==> config.mk <==
export PLATFORM = sky130hd
export DESIGN_NAME = regfile_wb_arbiter
export DESIGN_NICKNAME = d
export VERILOG_FILES = /design/src/rtl/regfile_wb_arbiter_pkg.sv /design/src/rtl/regfile_wb_arbiter_scoreboard.sv /design/src/rtl/regfile_wb_arbiter.sv
export SDC_FILE = /design/constraint.sdc
export NUM_CORES = 1
export LEC_CHECK = 0
export BUFFER_PORTS_ARGS = -buffer_cell sky130_fd_sc_hd__buf_2
export CORE_MARGIN = 8
export CORE_UTILIZATION = 30
export DETAILED_ROUTE_END_ITERATION = 10
export REMOVE_ABC_BUFFERS = 1
export SLEW_MARGIN = 20
export SYNTH_ARGS = -nofsm -noshare
export SYNTH_HDL_FRONTEND = slang
export SYNTH_SLANG_ARGS = --single-unit
==> constraint.sdc <==
create_clock -name clk -period 2.41 [get_ports clk]
set_input_delay 0.1205 -clock clk [delete_from_list [all_inputs] [get_ports clk]]
set_output_delay 0.1205 -clock clk [all_outputs]
set_load 0.01 [all_outputs]
==> src/rtl/regfile_wb_arbiter_pkg.sv <==
// Shared constants and FSM encoding for the register-file
// writeback arbiter and its busy scoreboard.
package regfile_wb_arbiter_pkg;

  localparam int REG_NUM = 32;
  localparam int ADDR_W  = 5;
  localparam int DATA_W  = 32;

  typedef enum logic [1:0] {
    S_IDLE = 2'd0,
    S_WAIT = 2'd1,
    S_HOLD = 2'd2
  } arb_state_e;

  localparam logic [DATA_W-1:0] ZERO_WORD = '0;

endpackage

==> src/rtl/regfile_wb_arbiter_scoreboard.sv <==
// Per-register busy bits for MDU results in flight,
// with read ports and double-issue detection.
module regfile_scoreboard #(
  parameter int REG_NUM = regfile_wb_arbiter_pkg::REG_NUM,
  parameter int ADDR_W  = regfile_wb_arbiter_pkg::ADDR_W
) (
  input  logic              clk,
  input  logic              rst,
  input  logic              set_en,
  input  logic [ADDR_W-1:0] set_addr,
  input  logic              clr_en,
  input  logic [ADDR_W-1:0] clr_addr,
  input  logic [ADDR_W-1:0] rd_addr1,
  input  logic [ADDR_W-1:0] rd_addr2,
  input  logic [ADDR_W-1:0] chk_addr,
  output logic              busy1,
  output logic              busy2,
  output logic              chk_busy,
  output logic              dbl_iss
);

  logic [REG_NUM-1:0] r_busy;
  logic               w_set_ok;
  logic               w_clr_same;

  assign w_set_ok   = set_en && (set_addr != '0);
  assign w_clr_same = clr_en && (clr_addr == set_addr);

  assign busy1    = r_busy[rd_addr1];
  assign busy2    = r_busy[rd_addr2];
  assign chk_busy = r_busy[chk_addr];

  // A completion in the same cycle retires the old owner first.
  assign dbl_iss = w_set_ok && r_busy[set_addr] && !w_clr_same;

  always_ff @(posedge clk or negedge rst) begin
    if (!rst) begin
      r_busy <= '0;
    end else begin
      for (int i = 1; i < REG_NUM; i++) begin
        if (w_set_ok && (set_addr == ADDR_W'(i)))
          r_busy[i] <= 1'b1;
        else if (clr_en && (clr_addr == ADDR_W'(i)))
          r_busy[i] <= 1'b0;
      end
      r_busy[0] <= 1'b0;
    end
  end

endmodule

==> src/rtl/regfile_wb_arbiter.sv <==
// Write-port arbiter between pipeline writeback and the MDU,
// with starvation hold and busy scoreboard.
module regfile_wb_arbiter #(
  parameter int REG_NUM      = regfile_wb_arbiter_pkg::REG_NUM,
  parameter int ADDR_W       = regfile_wb_arbiter_pkg::ADDR_W,
  parameter int DATA_W       = regfile_wb_arbiter_pkg::DATA_W,
  parameter int STARVE_LIMIT = 4
) (
  input  logic              clk,
  input  logic              rst,
  input  logic              wb_we,
  input  logic [ADDR_W-1:0] wb_waddr,
  input  logic [DATA_W-1:0] wb_wdata,
  input  logic              mdu_valid,
  input  logic [ADDR_W-1:0] mdu_waddr,
  input  logic [DATA_W-1:0] mdu_wdata,
  output logic              mdu_ready,
  input  logic              iss_valid,
  input  logic [ADDR_W-1:0] iss_waddr,
  input  logic [ADDR_W-1:0] rdaddr1,
  input  logic [ADDR_W-1:0] rdaddr2,
  output logic              busy1,
  output logic              busy2,
  output logic              wb_hold,
  output logic              wr_en,
  output logic [ADDR_W-1:0] wraddr,
  output logic [DATA_W-1:0] wrdata,
  output logic              sb_err
);

  import regfile_wb_arbiter_pkg::*;

  localparam int CNT_W = $clog2(STARVE_LIMIT + 1);

  arb_state_e       r_state;
  logic [CNT_W-1:0] r_cnt;
  logic             r_err;

  logic w_lose;
  logic w_grant;
  logic w_wb_busy;
  logic w_dbl_iss;
  logic w_err;

  assign w_lose    = mdu_valid & wb_we;
  assign w_grant   = mdu_valid & ~wb_we;
  assign mdu_ready = w_grant;
  assign wb_hold   = (r_state == S_HOLD);
  assign sb_err    = r_err;

  regfile_scoreboard #(
    .REG_NUM (REG_NUM),
    .ADDR_W  (ADDR_W)
  ) u_sb (
    .clk      (clk),
    .rst      (rst),
    .set_en   (iss_valid),
    .set_addr (iss_waddr),
    .clr_en   (w_grant),
    .clr_addr (mdu_waddr),
    .rd_addr1 (rdaddr1),
    .rd_addr2 (rdaddr2),
    .chk_addr (wb_waddr),
    .busy1    (busy1),
    .busy2    (busy2),
    .chk_busy (w_wb_busy),
    .dbl_iss  (w_dbl_iss)
  );

  always_comb begin
    wr_en  = 1'b0;
    wraddr = '0;
    wrdata = ZERO_WORD;
    unique case (1'b1)
      wb_we: begin
        wr_en  = 1'b1;
        wraddr = wb_waddr;
        wrdata = wb_wdata;
      end
      w_grant: begin
        wr_en  = 1'b1;
        wraddr = mdu_waddr;
        wrdata = mdu_wdata;
      end
      default: ;
    endcase
  end

  always_ff @(posedge clk or negedge rst) begin
    if (!rst) begin
      r_state <= S_IDLE;
      r_cnt   <= '0;
    end else begin
      unique case (r_state)
        S_IDLE: begin
          if (w_lose) begin
            r_cnt   <= CNT_W'(1);
            r_state <= (STARVE_LIMIT <= 1) ? S_HOLD : S_WAIT;
          end
        end
        S_WAIT: begin
          if (!w_lose) begin
            r_state <= S_IDLE;
            r_cnt   <= '0;
          end else begin
            r_cnt <= r_cnt + CNT_W'(1);
            if (r_cnt >= CNT_W'(STARVE_LIMIT - 1))
              r_state <= S_HOLD;
          end
        end
        S_HOLD: begin
          if (!w_lose) begin
            r_state <= S_IDLE;
            r_cnt   <= '0;
          end
        end
        default: begin
          r_state <= S_IDLE;
          r_cnt   <= '0;
        end
      endcase
    end
  end

  assign w_err = w_dbl_iss
               | (wb_we & w_wb_busy)
               | (wb_we & (r_state == S_HOLD));

  always_ff @(posedge clk or negedge rst) begin
    if (!rst)
      r_err <= 1'b0;
    else if (w_err)
      r_err <= 1'b1;
  end

endmodule

==> reports/results.tsv <==
metric	value	unit
number of H-tree levels	2	
Clock Latency Late Sink	0.30	ns
Finish-stage setup viols	0	
Post-DP HPWL	9.57	mm
layout cell share with drive strength beyond 1	41.9	%
register share of total power	39.8	%
combinational share of power	36.6	%
Peak VDD IR	0.000270	V
CTS sink count	37	
CTS Buf Count	5	
Total Routing Usage GR	16.9	%
CTS tree	yes	
WP data arrival	2.11	ns
hold path start	iss_waddr[4]	
Syn Area/Cell	9.41	um^2
Netlist cell types	38	
most frequent cell after synthesis	o21ai_0	
Die W	119	um
Die Y	119	um
port bufs	136	
Via density	5.73	
initial antenna violation count	0	
Fmax	0.448	GHz
first-pass GRT wire length	19.3	mm
r2r setup slk	0.56	ns
most instantiated cells after synthesis	o21ai_0 (82), nand2_1 (49), dfrtp_1 (37)	
Sw Ratio	34.8	%
final antenna-violating net count	0	
Reg clk slew, reported paths	0.08	ns
vias in the first global route	3440	
RSZ-0062 raised after global routing	false	
reg2reg start	u_sb.r_busy[26]	
top post-synthesis cells by area	dfrtp_1 (29%), mux4_2 (20%), o21ai_0 (13%)	
vias	3402	
WL per Instance	20.5	um
ANT cells	0	
Min Hold Slack	0.109	ns
core area	10300	um^2
Final period util	92.7	%
outcome	complete, no violations	
Site Rows	37	
reg2reg path depth	4	
iteration count of the initial detailed-routing pass	5	
Iter 0 DRT Violations	340	
Routed WL	12.2	mm
worst-margin pin slew	0.899	ns
GP Congestion	0.926	
area grow syn2layout	27.9	%
worst-path maximum fanout	5	
IO Count	137	
CP endpoint kind	output port	
async set-reset flop share out of synthesis	100	%
Slew Limit Headroom	40.1	%
initial core utilization	30.9	%
cell internal pwr	1540	uW
gr ovfl total	0	
Cell Area, Synth	3170	um^2
drc violations	0	
hold path cells	2	
Post-layout nets	553	
pin count of the biggest net entering global routing	39	
Hold Fails Final Rpt	0	
sequential share of the synthesized area	29.2	%
Clock Power Share	23.5	%
Clock Skew	0.00814	ns
largest area contributor in the synthesized netlist	dfrtp_1	
Final TNS setup	0	ns
reg-to-reg endpoint	sb_err	
final worst path period need	2.23	ns
worst-case hold path end point	u_sb.r_busy[8]	
#FFs+latches synth	37	
DIE AREA	14100	um^2
Synth Instances	337	
Worst Path Required	2.29	ns
WS Path Type	reg2out	
PwrDens	581	nW/um^2
hold crit path type	in2reg	
Leak	0.00180	uW
fin. max-slew vios	0	
switching power	821	uW
Yosys Warn Count	0	
Post-synth EDFFs	0	
clock root buffer master	clkbuf_8	
Synth Flop Type	dfrtp_1	
MaxCap Viol Count	0	
critical path launch point type	flop	
Synth top area share	29.2	%
Max Buffers Root-to-Sink	2	
-- state kept, by name, summed over array words and instances (netlist names) --
signal,cells
r_cnt,3
r_state,2
sb_err,1
u_sb.r_busy,31
-- cell usage in the layout (no fill, tap or decap), types with 3 or more instances in the layout --
master	count
nor2b_1	4
xor2_1	4
nand3_1	13
nand4b_1	3
mux2_2	11
a22o_1	21
buf_2	136
nor2_1	6
buf_4	4
mux2i_1	4
o22ai_1	3
nand2b_1	7
dfrtp_1	37
or2_2	4
o21ai_0	82
mux4_2	28
clkbuf_8	5
inv_1	5
nand2_1	49
-- through the flow --
step / cells / utilization, % / cell area [um^2] / setup slack (ns) / power (uW)
final: 594 / 39.5 / 4060 / 0.177 / 2360
after global routing: 594 / 39.5 / 4060 / 0.115 / 2480
after CTS: 594 / 39.5 / 4060 / 0.175 / 2350
after detailed placement: 585 / 38.3 / 3940 / 0.476 / 1800
after global placement: 585 / 38.3 / 3940 / 0.496 / 1780
after floorplan: 309 / - / 3050 / 0.438 / 1400
-- routing by layer --
layer  vias to the layer above  global-route usage (%)  wire length [um]
li1                       1531                       -                 -
met1                      1666                    21.1              4840
met2                       182                    27.7              5990
met3                        23                    4.06              1090
met4                         0                    6.40               273
met5                         -                       0                 0
-- final cells by class --
| cell class | count | area, um^2 |
|---|---|---|
| clock buffers | 6 | 72.6 |
| well taps | 136 | 170 |
| multi-input cells | 267 | 2110 |
| inverters | 5 | 18.8 |
| fillers | 1067 | 6220 |
| flip-flops and latches | 37 | 926 |
| repair buffers | 141 | 721 |
| clock inverters | 2 | 38.8 |
-- cells by family after synthesis --
family / count (synthesis) / share of synthesized area [%]
flops: 37 / 29.2
simple gates: 96 / 14.4
compound gates: 119 / 23.1
fa+ha+maj: 2 / 0.789
mux: 45 / 26.7
xor+xnor: 5 / 1.38
buf+inv: 33 / 4.38
-- power by group through the flow --
| stage | Clock (uW) | Sequential [uW] | Combinational, uW |
|---|---|---|---|
| 6_report | 554 | 939 | 864 |
| 3_3_place_gp | 0 | 936 | 842 |
| 3_5_place_dp | 0 | 941 | 858 |
| 4_1_cts | 558 | 927 | 865 |
| 5_1_grt | 583 | 954 | 943 |
| 2_1_floorplan | 0 | 858 | 547 |
-- repair_timing --
item | in CTS | in global routing
hold buffers | 1 | 0
resized for setup | 0 | 0
setup endpoints to repair | 0 | 0
hold endpoints to repair | 37 | 0
setup buffers | 0 | 0
-- critical path, cell delays in order, from the launching register on --
cell and delay (ns):
dfrtp_1 0.44, mux4_2 0.48, mux4_2 0.49, mux2_2 0.27, buf_2 0.14
-- worst max path at each step --
| stage | cells after the start | slack [ns] | start | end |
|---|---|---|---|---|
| final | 4 | 0.18 | u_sb.r_busy[14] | busy2 |
| after global routing | 4 | 0.11 | u_sb.r_busy[15] | busy2 |
| after CTS | 4 | 0.17 | u_sb.r_busy[15] | busy2 |
| after detailed placement | 5 | 0.48 | rdaddr1[0] | busy1 |
| after global placement | 5 | 0.50 | rdaddr1[0] | busy1 |
| after floorplan | 5 | 0.44 | mdu_valid | u_sb.r_busy[13] |
Note: power is estimated with default switching activity, not from simulation.
